==> src/rtl/lorenz_dda_core_pkg.sv <==
// -----------------------------------------------------------------------------
// lorenz_dda_core_pkg
// Shared definitions for the Lorenz Euler integrator:
//   - datapath width and fractional bits (signed Q8.8)
//   - saturation limits
//   - coefficient / initial-condition register indices
//   - integrator FSM state encoding
//   - saturating add/subtract helpers used by the top level
// -----------------------------------------------------------------------------
package lorenz_dda_core_pkg;

  localparam int N    = 16;
  localparam int FRAC = 8;

  localparam logic signed [N-1:0] SAT_MAX = 16'sh7FFF;
  localparam logic signed [N-1:0] SAT_MIN = 16'sh8000;

  // Register index = addr[3:1]; index 7 is not backed by storage.
  localparam logic [2:0] REG_ICX   = 3'd0;
  localparam logic [2:0] REG_ICY   = 3'd1;
  localparam logic [2:0] REG_ICZ   = 3'd2;
  localparam logic [2:0] REG_SIGMA = 3'd3;
  localparam logic [2:0] REG_BETA  = 3'd4;
  localparam logic [2:0] REG_RHO   = 3'd5;
  localparam logic [2:0] REG_DT    = 3'd6;
  localparam int         NUM_REGS  = 7;

  typedef enum logic [3:0] {
    ST_IDLE,
    ST_M1,
    ST_M2,
    ST_M3,
    ST_M4,
    ST_M5,
    ST_M6,
    ST_M7,
    ST_UPD
  } state_t;

  // Clamp an (N+1)-bit intermediate back into N bits. An overflow shows up
  // as the two top bits disagreeing; the true sign is the topmost bit.
  function automatic logic signed [N-1:0] satNarrow(input logic signed [N:0] v);
    if (v[N] != v[N-1]) begin
      return v[N] ? SAT_MIN : SAT_MAX;
    end
    return v[N-1:0];
  endfunction

  function automatic logic signed [N-1:0] satAdd(input logic signed [N-1:0] a,
                                                 input logic signed [N-1:0] b);
    return satNarrow({a[N-1], a} + {b[N-1], b});
  endfunction

  function automatic logic signed [N-1:0] satSub(input logic signed [N-1:0] a,
                                                 input logic signed [N-1:0] b);
    return satNarrow({a[N-1], a} - {b[N-1], b});
  endfunction

endpackage

==> src/rtl/lorenz_dda_core_fxmul.sv <==
// -----------------------------------------------------------------------------
// dda_fxmul
// Signed fixed-point multiplier: full product, arithmetic shift right by FRAC
// (floor rounding), then saturation into the signed N-bit range.
// Ports:
//   a_i  in  N  signed multiplicand
//   b_i  in  N  signed multiplier
//   p_o  out N  saturated Q-format product
// -----------------------------------------------------------------------------
module dda_fxmul
  import lorenz_dda_core_pkg::*;
(
  input  logic signed [N-1:0] a_i,
  input  logic signed [N-1:0] b_i,
  output logic signed [N-1:0] p_o
);

  logic signed [2*N-1:0] product;
  logic signed [2*N-1:0] scaled;
  logic                  fits;

  // The shifted product fits in N bits only when every bit from the N-bit
  // sign position upward is a copy of the sign; otherwise clamp by sign.
  always_comb begin
    product = a_i * b_i;
    scaled  = product >>> FRAC;
    fits    = (&scaled[2*N-1:N-1]) | (~|scaled[2*N-1:N-1]);
    if (fits) begin
      p_o = scaled[N-1:0];
    end else begin
      p_o = scaled[2*N-1] ? SAT_MIN : SAT_MAX;
    end
  end

endmodule

==> src/rtl/lorenz_dda_core.sv <==
// -----------------------------------------------------------------------------
// lorenz_dda_core
// Fixed-point (Q8.8) Euler integrator for the Lorenz system in the TinyTapeout
// user-project pinout. Coefficients and initial conditions are written
// byte-wise; while run is high one Euler step completes every 8 clocks using
// a single shared multiplier.
// Ports:
//   clk      in   1  clock
//   rst      in   1  synchronous active-high reset
//   ena      in   1  clock enable, 0 freezes all state
//   ui_in    in   8  write data byte
//   uio_in   in   8  [3:0] addr, [4] wr, [5] run, [7:6] out_sel
//   uo_out   out  8  x/y/z high byte or step counter
//   uio_out  out  8  constant 0
//   uio_oe   out  8  constant 0 (uio pins are inputs)
// -----------------------------------------------------------------------------
module lorenz_dda_core
  import lorenz_dda_core_pkg::*;
(
  input  logic       clk,
  input  logic       rst,
  input  logic       ena,
  input  logic [7:0] ui_in,
  input  logic [7:0] uio_in,
  output logic [7:0] uo_out,
  output logic [7:0] uio_out,
  output logic [7:0] uio_oe
);

  logic [3:0] addr;
  logic       wr;
  logic       run;
  logic [1:0] outSel;

  logic [N-1:0] regFile_q [NUM_REGS];
  logic signed [N-1:0] icx, icy, icz, sigma, beta, rho, dt;

  logic signed [N-1:0] x_q, y_q, z_q;
  logic signed [N-1:0] p_q, q_q, dx_q, dy_q, dz_q;
  logic [7:0]          stepCnt_q;

  state_t state_q, state_d;

  logic signed [N-1:0] mulA, mulB, mulP;

  assign addr   = uio_in[3:0];
  assign wr     = uio_in[4];
  assign run    = uio_in[5];
  assign outSel = uio_in[7:6];

  assign icx   = regFile_q[REG_ICX];
  assign icy   = regFile_q[REG_ICY];
  assign icz   = regFile_q[REG_ICZ];
  assign sigma = regFile_q[REG_SIGMA];
  assign beta  = regFile_q[REG_BETA];
  assign rho   = regFile_q[REG_RHO];
  assign dt    = regFile_q[REG_DT];

  assign uio_out = 8'h00;
  assign uio_oe  = 8'h00;

  // Register file: level-sensitive byte writes every enabled clock while wr
  // is high. Index 7 has no storage so those writes simply fall away.
  always_ff @(posedge clk) begin
    if (rst) begin
      for (int i = 0; i < NUM_REGS; i++) begin
        regFile_q[i] <= '0;
      end
    end else if (ena && wr && (addr[3:1] != 3'd7)) begin
      if (addr[0]) begin
        regFile_q[addr[3:1]][15:8] <= ui_in;
      end else begin
        regFile_q[addr[3:1]][7:0] <= ui_in;
      end
    end
  end

  // FSM state register.
  always_ff @(posedge clk) begin
    if (rst) begin
      state_q <= ST_IDLE;
    end else if (ena) begin
      state_q <= state_d;
    end
  end

  // Next-state logic: dropping run always returns to IDLE, which is what
  // aborts a step in flight; otherwise walk M1..M7, UPD and loop.
  always_comb begin
    state_d = state_q;
    if (!run) begin
      state_d = ST_IDLE;
    end else begin
      case (state_q)
        ST_IDLE: state_d = ST_M1;
        ST_M1:   state_d = ST_M2;
        ST_M2:   state_d = ST_M3;
        ST_M3:   state_d = ST_M4;
        ST_M4:   state_d = ST_M5;
        ST_M5:   state_d = ST_M6;
        ST_M6:   state_d = ST_M7;
        ST_M7:   state_d = ST_UPD;
        ST_UPD:  state_d = ST_M1;
        default: state_d = ST_IDLE;
      endcase
    end
  end

  // Operand steering for the shared multiplier. Coefficients are read live
  // from the register file so writes during a run land on the next use.
  always_comb begin
    mulA = '0;
    mulB = '0;
    case (state_q)
      ST_M1: begin mulA = sigma; mulB = satSub(y_q, x_q);  end
      ST_M2: begin mulA = dt;    mulB = p_q;               end
      ST_M3: begin mulA = x_q;   mulB = satSub(rho, z_q);  end
      ST_M4: begin mulA = dt;    mulB = satSub(p_q, y_q);  end
      ST_M5: begin mulA = x_q;   mulB = y_q;               end
      ST_M6: begin mulA = beta;  mulB = z_q;               end
      ST_M7: begin mulA = dt;    mulB = satSub(p_q, q_q);  end
      default: ;
    endcase
  end

  dda_fxmul uMul (
    .a_i (mulA),
    .b_i (mulB),
    .p_o (mulP)
  );

  // Integrator datapath. Whenever run is low (or we are just leaving IDLE)
  // the state reloads from the initial conditions; the UPD commit is
  // skipped if run has already fallen, so no partial step is ever applied.
  always_ff @(posedge clk) begin
    if (rst) begin
      x_q       <= '0;
      y_q       <= '0;
      z_q       <= '0;
      p_q       <= '0;
      q_q       <= '0;
      dx_q      <= '0;
      dy_q      <= '0;
      dz_q      <= '0;
      stepCnt_q <= '0;
    end else if (ena) begin
      if (!run || (state_q == ST_IDLE)) begin
        x_q       <= icx;
        y_q       <= icy;
        z_q       <= icz;
        stepCnt_q <= '0;
      end else begin
        case (state_q)
          ST_M1: p_q  <= mulP;
          ST_M2: dx_q <= mulP;
          ST_M3: p_q  <= mulP;
          ST_M4: dy_q <= mulP;
          ST_M5: p_q  <= mulP;
          ST_M6: q_q  <= mulP;
          ST_M7: dz_q <= mulP;
          ST_UPD: begin
            x_q       <= satAdd(x_q, dx_q);
            y_q       <= satAdd(y_q, dy_q);
            z_q       <= satAdd(z_q, dz_q);
            stepCnt_q <= stepCnt_q + 8'd1;
          end
          default: ;
        endcase
      end
    end
  end

  // Output byte selection straight from the state registers.
  always_comb begin
    uo_out = 8'h00;
    case (outSel)
      2'b00: uo_out = x_q[15:8];
      2'b01: uo_out = y_q[15:8];
      2'b10: uo_out = z_q[15:8];
      default: uo_out = stepCnt_q;
    endcase
  end

endmodule

==> config.mk <==
export PLATFORM = sky130hd
export DESIGN_NAME = lorenz_dda_core
export DESIGN_NICKNAME = d
export VERILOG_FILES = /design/src/rtl/lorenz_dda_core_pkg.sv /design/src/rtl/lorenz_dda_core_fxmul.sv /design/src/rtl/lorenz_dda_core.sv
export SDC_FILE = /design/constraint.sdc
export NUM_CORES = 1
export LEC_CHECK = 0
export ABC_AREA = 1
export CORE_MARGIN = 3
export CORE_UTILIZATION = 54
export CTS_BUF_LIST = sky130_fd_sc_hd__clkbuf_8
export DETAILED_ROUTE_END_ITERATION = 8
export GPL_TIMING_DRIVEN = 0
export PLACE_DENSITY = 0.7
export SYNTH_ARGS = -nofsm -noshare
export SYNTH_HDL_FRONTEND = slang
export SYNTH_SLANG_ARGS = --single-unit
==> constraint.sdc <==
create_clock -name clk -period 12.8 [get_ports clk]
set_clock_uncertainty 0.1 [all_clocks]
set_input_delay 3.2 -clock clk [delete_from_list [all_inputs] [get_ports clk]]
set_output_delay 3.2 -clock clk [all_outputs]
set_load 0.03 [all_outputs]
==> metrics.md <==
| Metric | Value |
|---|---|
| Status | `finished, final reports clean` |
| YS warnings | `0` |
| Mean Syn Cell Area | `7.65 µm²` |
| Post-DP HPWL | `69.8 mm` |
| Top post-synthesis cells by area | `fa_1 (20%), dfxtp_1 (12%), edfxtp_1 (11%), inv_1 (9.3%), ha_1 (9.3%)` |
| Gr usage total | `32.3%` |
| Drt pass-1 iters | `6` |
| Worst R2R Path Depth | `59` |
| Root buffer cell | `clkbuf_8` |
| Final setup margin | `570 ps` |
| Arr. time, crit path | `12,620 ps` |
| TritonCTS Sinks | `256` |
| Largest net degree at the start of global routing | `14` |
| Core area | `49,300 µm²` |
| Total number of vias | `about 24,000` |
| TritonCTS Buffers | `44` |
| # H-tree levels | `2` |
| Post-Syn Area | `roughly 27,000 µm²` |
| Leak | `about 14 nW` |
| Layout area overhead | `7.42%` |
| Slew HR | `14.6%` |
| Clk slew on worst S/H paths | `70 ps` |
| Die Height | `230 µm` |
| Row count | `81` |
| Buffers and inverters on the worst path | `12` |
| Crit-path max cell delay | `between 600 and 700 ps` |
| # setup viols final | `0` |
| Yosys reg bits | `256` |
| Initial antenna violation count | `1` |
| Later-pin clock latency in the skew report | `620 ps` |
| Cts hold-fix bufs | `0` |
| Layout cells sized above 1 | `roughly 5.3%` |
| Congestion Overflow GR | `0` |
| Async S/R FF share, synth | `0%` |
| Setup tns final | `0 ps` |
| Post-synth top area share | `19.9%` |
| Die area | `52,900 µm²` |
| Number of enable flip-flop cells after synthesis | `96` |
| Fmax | `about 0.08 GHz` |
| Synth unique cells | `63` |
| Critical Path Stages | `59` |
| Post-route ant nets | `0` |
| Vias in the first global route | `between 20,000 and 25,000` |
| GPL Wtd Cong | `1.03` |
| Setup crit start kind | `register` |
| Final worst-path cycle share | `between 90% and 100%` |
| RSZ-0062 raised after global routing | `no` |
| Min-Delay Path Class | `register to register` |
| # DRC | `0` |
| Minimum clock period | `12,230 ps` |
| Max VDD drop | `0.123 mV` |
| Top FF cell, synth | `dfxtp_1` |
| Die X | `230 µm` |
| Bufs on Longest Clock Path | `3` |
| Final core occ | `59.1%` |
| Cell taking the most area after synthesis | `fa_1` |
| Crit-path leading delay family | `adder cells` |
| Initial Util | `55.1%` |
| Crit. End Element | `register` |
| Pwr/cell area | `about 91 nW/µm²` |
| Diode count | `0` |
| Slew @ Worst Pin | `1270 ps` |
| Slowest-stage cell, CP | `dfxtp_1` |
| Worst path required time | `between 10,000 and 15,000 ps` |
| Tot Pwr | `2.65 mW` |
| CTS tree | `yes` |
| Total wire length | `85.2 mm` |
| WHS Path Cells | `2` |
| Most frequent CP cell | `nand2_1` |
| Max Slew Vio Count | `0` |
| Max Fanout on Critical Path | `10` |
| Drt wl/cell | `19.7 µm` |
| Vias per std cell | `5.53` |
| DP Worst Slack | `231 ps` |
| IO Pins | `43` |
| First-pass GRT wire length | `131 mm` |
| PortBufs | `24` |
| Setup CP Type | `register to register` |
| Final hold vios | `0` |
| Sequential share of the synthesized area | `between 20% and 30%` |
| Max Cap Viol | `0` |
| Initial DRC Count | `2,699` |
| Post-Synthesis Cells | `3,546` |
| Nets | `4,119` |
-- what timing repair did --
action                     CTS  global route
gates resized for setup      0            13
setup endpoints to repair    0            75
setup buffers                0             2
-- logic make-up after synthesis --
kind of cell | Yosys count | share of synthesized area (%)
and+or+nand+nor | 1299 | 20.3
buffers and inverters | 822 | 11.9
AOI/OAI and AO/OA | 592 | 12.8
adders and majority gates | 471 | 29.2
DFF | 256 | 22.4
xor gates and xnor gates | 105 | 3.39
other | 1 | 0.0138
-- cells in the mapped netlist (all sizes together) (33+ instances only) --
library cell  instances
o211ai               33
xor2                 61
inv                 692
xnor2                44
edfxtp               96
clkbuf               86
nand2               631
buf                  37
dfxtp               160
nand3               152
ha                  202
fa                  269
o21a                 37
a21oi               260
o21ai               141
nor2                448
-- worst register-to-register path, delay by kind of cell, from the launching register on --
kind                       cells  cell delay (ps)
adders and majority gates      9             4180
and+or+nand+nor               27             3040
AOI/OAI and AO/OA             10             2300
buffers and inverters         12             1660
DFF                            1              630
xor gates and xnor gates       1              210
-- metrics by stage --
stage / cell area (µm²) / cells / hold slack (ps)
finish: 29100 / 4329 / 361
global route: 29100 / 4329 / 408
CTS: 29100 / 4331 / 364
detailed placement: 28200 / 4249 / 357
global placement: 28200 / 4249 / 356
floorplan: 27200 / 3561 / 338
-- where the power goes --
group / internal (mW) / switching, mW / total [mW]
sequential: 0.876 / 0.0363 / 0.912
clock: 0.373 / 0.372 / 0.744
combinational: 0.315 / 0.679 / 0.994
-- path summary, 6_finish.rpt --
kind	startpoint	to	slack, ps
max	y_q[1]	q_q[4]	570
min reg2reg	stepCnt_q[7]	stepCnt_q[7]	360
min	stepCnt_q[7]	stepCnt_q[7]	360
max reg2reg	y_q[1]	q_q[4]	570
-- per-layer routing --
layer  part of all wire [%]  GRT usage, %
met1                     44          47.3
met2                     41          47.4
met3                    9.9          6.13
met4                    4.3          11.9
met5                  0.015             0
-- placed cells by master, fill, tap and decap left out, types with 18 or more instances in the layout --
cell,count
buf_4,18
clkbuf_1,81
o21a_1,37
edfxtp_1,96
nand2_2,19
xor2_1,61
xnor2_1,44
clkdlybuf4s50_1,24
inv_1,686
o21ai_1,18
nand3_2,20
nand2_1,599
a21oi_1,258
a31oi_1,32
clkbuf_8,48
nand3_1,132
dfxtp_1,160
o21ai_0,121
o211ai_1,33
ha_1,202
nor2_1,437
fa_1,269
-- cell type report --
class	count	area [µm²]
Clock buffer	48	661
Fill cell	4690	20100
Multi-Input combinational cell	2483	17900
Sequential cell	256	6090
Clock inverter	34	196
Timing Repair Buffer	26	255
Buffer	119	584
Inverter	699	2630
Tap cell	664	831
-- registers in the layout, indices dropped and copies added (netlist names), named ones only --
| name | cells |
|---|---|
| regFile_q | 112 |
| x_q | 16 |
| q_q | 16 |
| dy_q | 16 |
| y_q | 16 |
| state_q | 4 |
| p_q | 16 |
| z_q | 16 |
| stepCnt_q | 8 |
| dz_q | 16 |
| dx_q | 16 |
No activity file was read; power rests on OpenSTA's default activity.
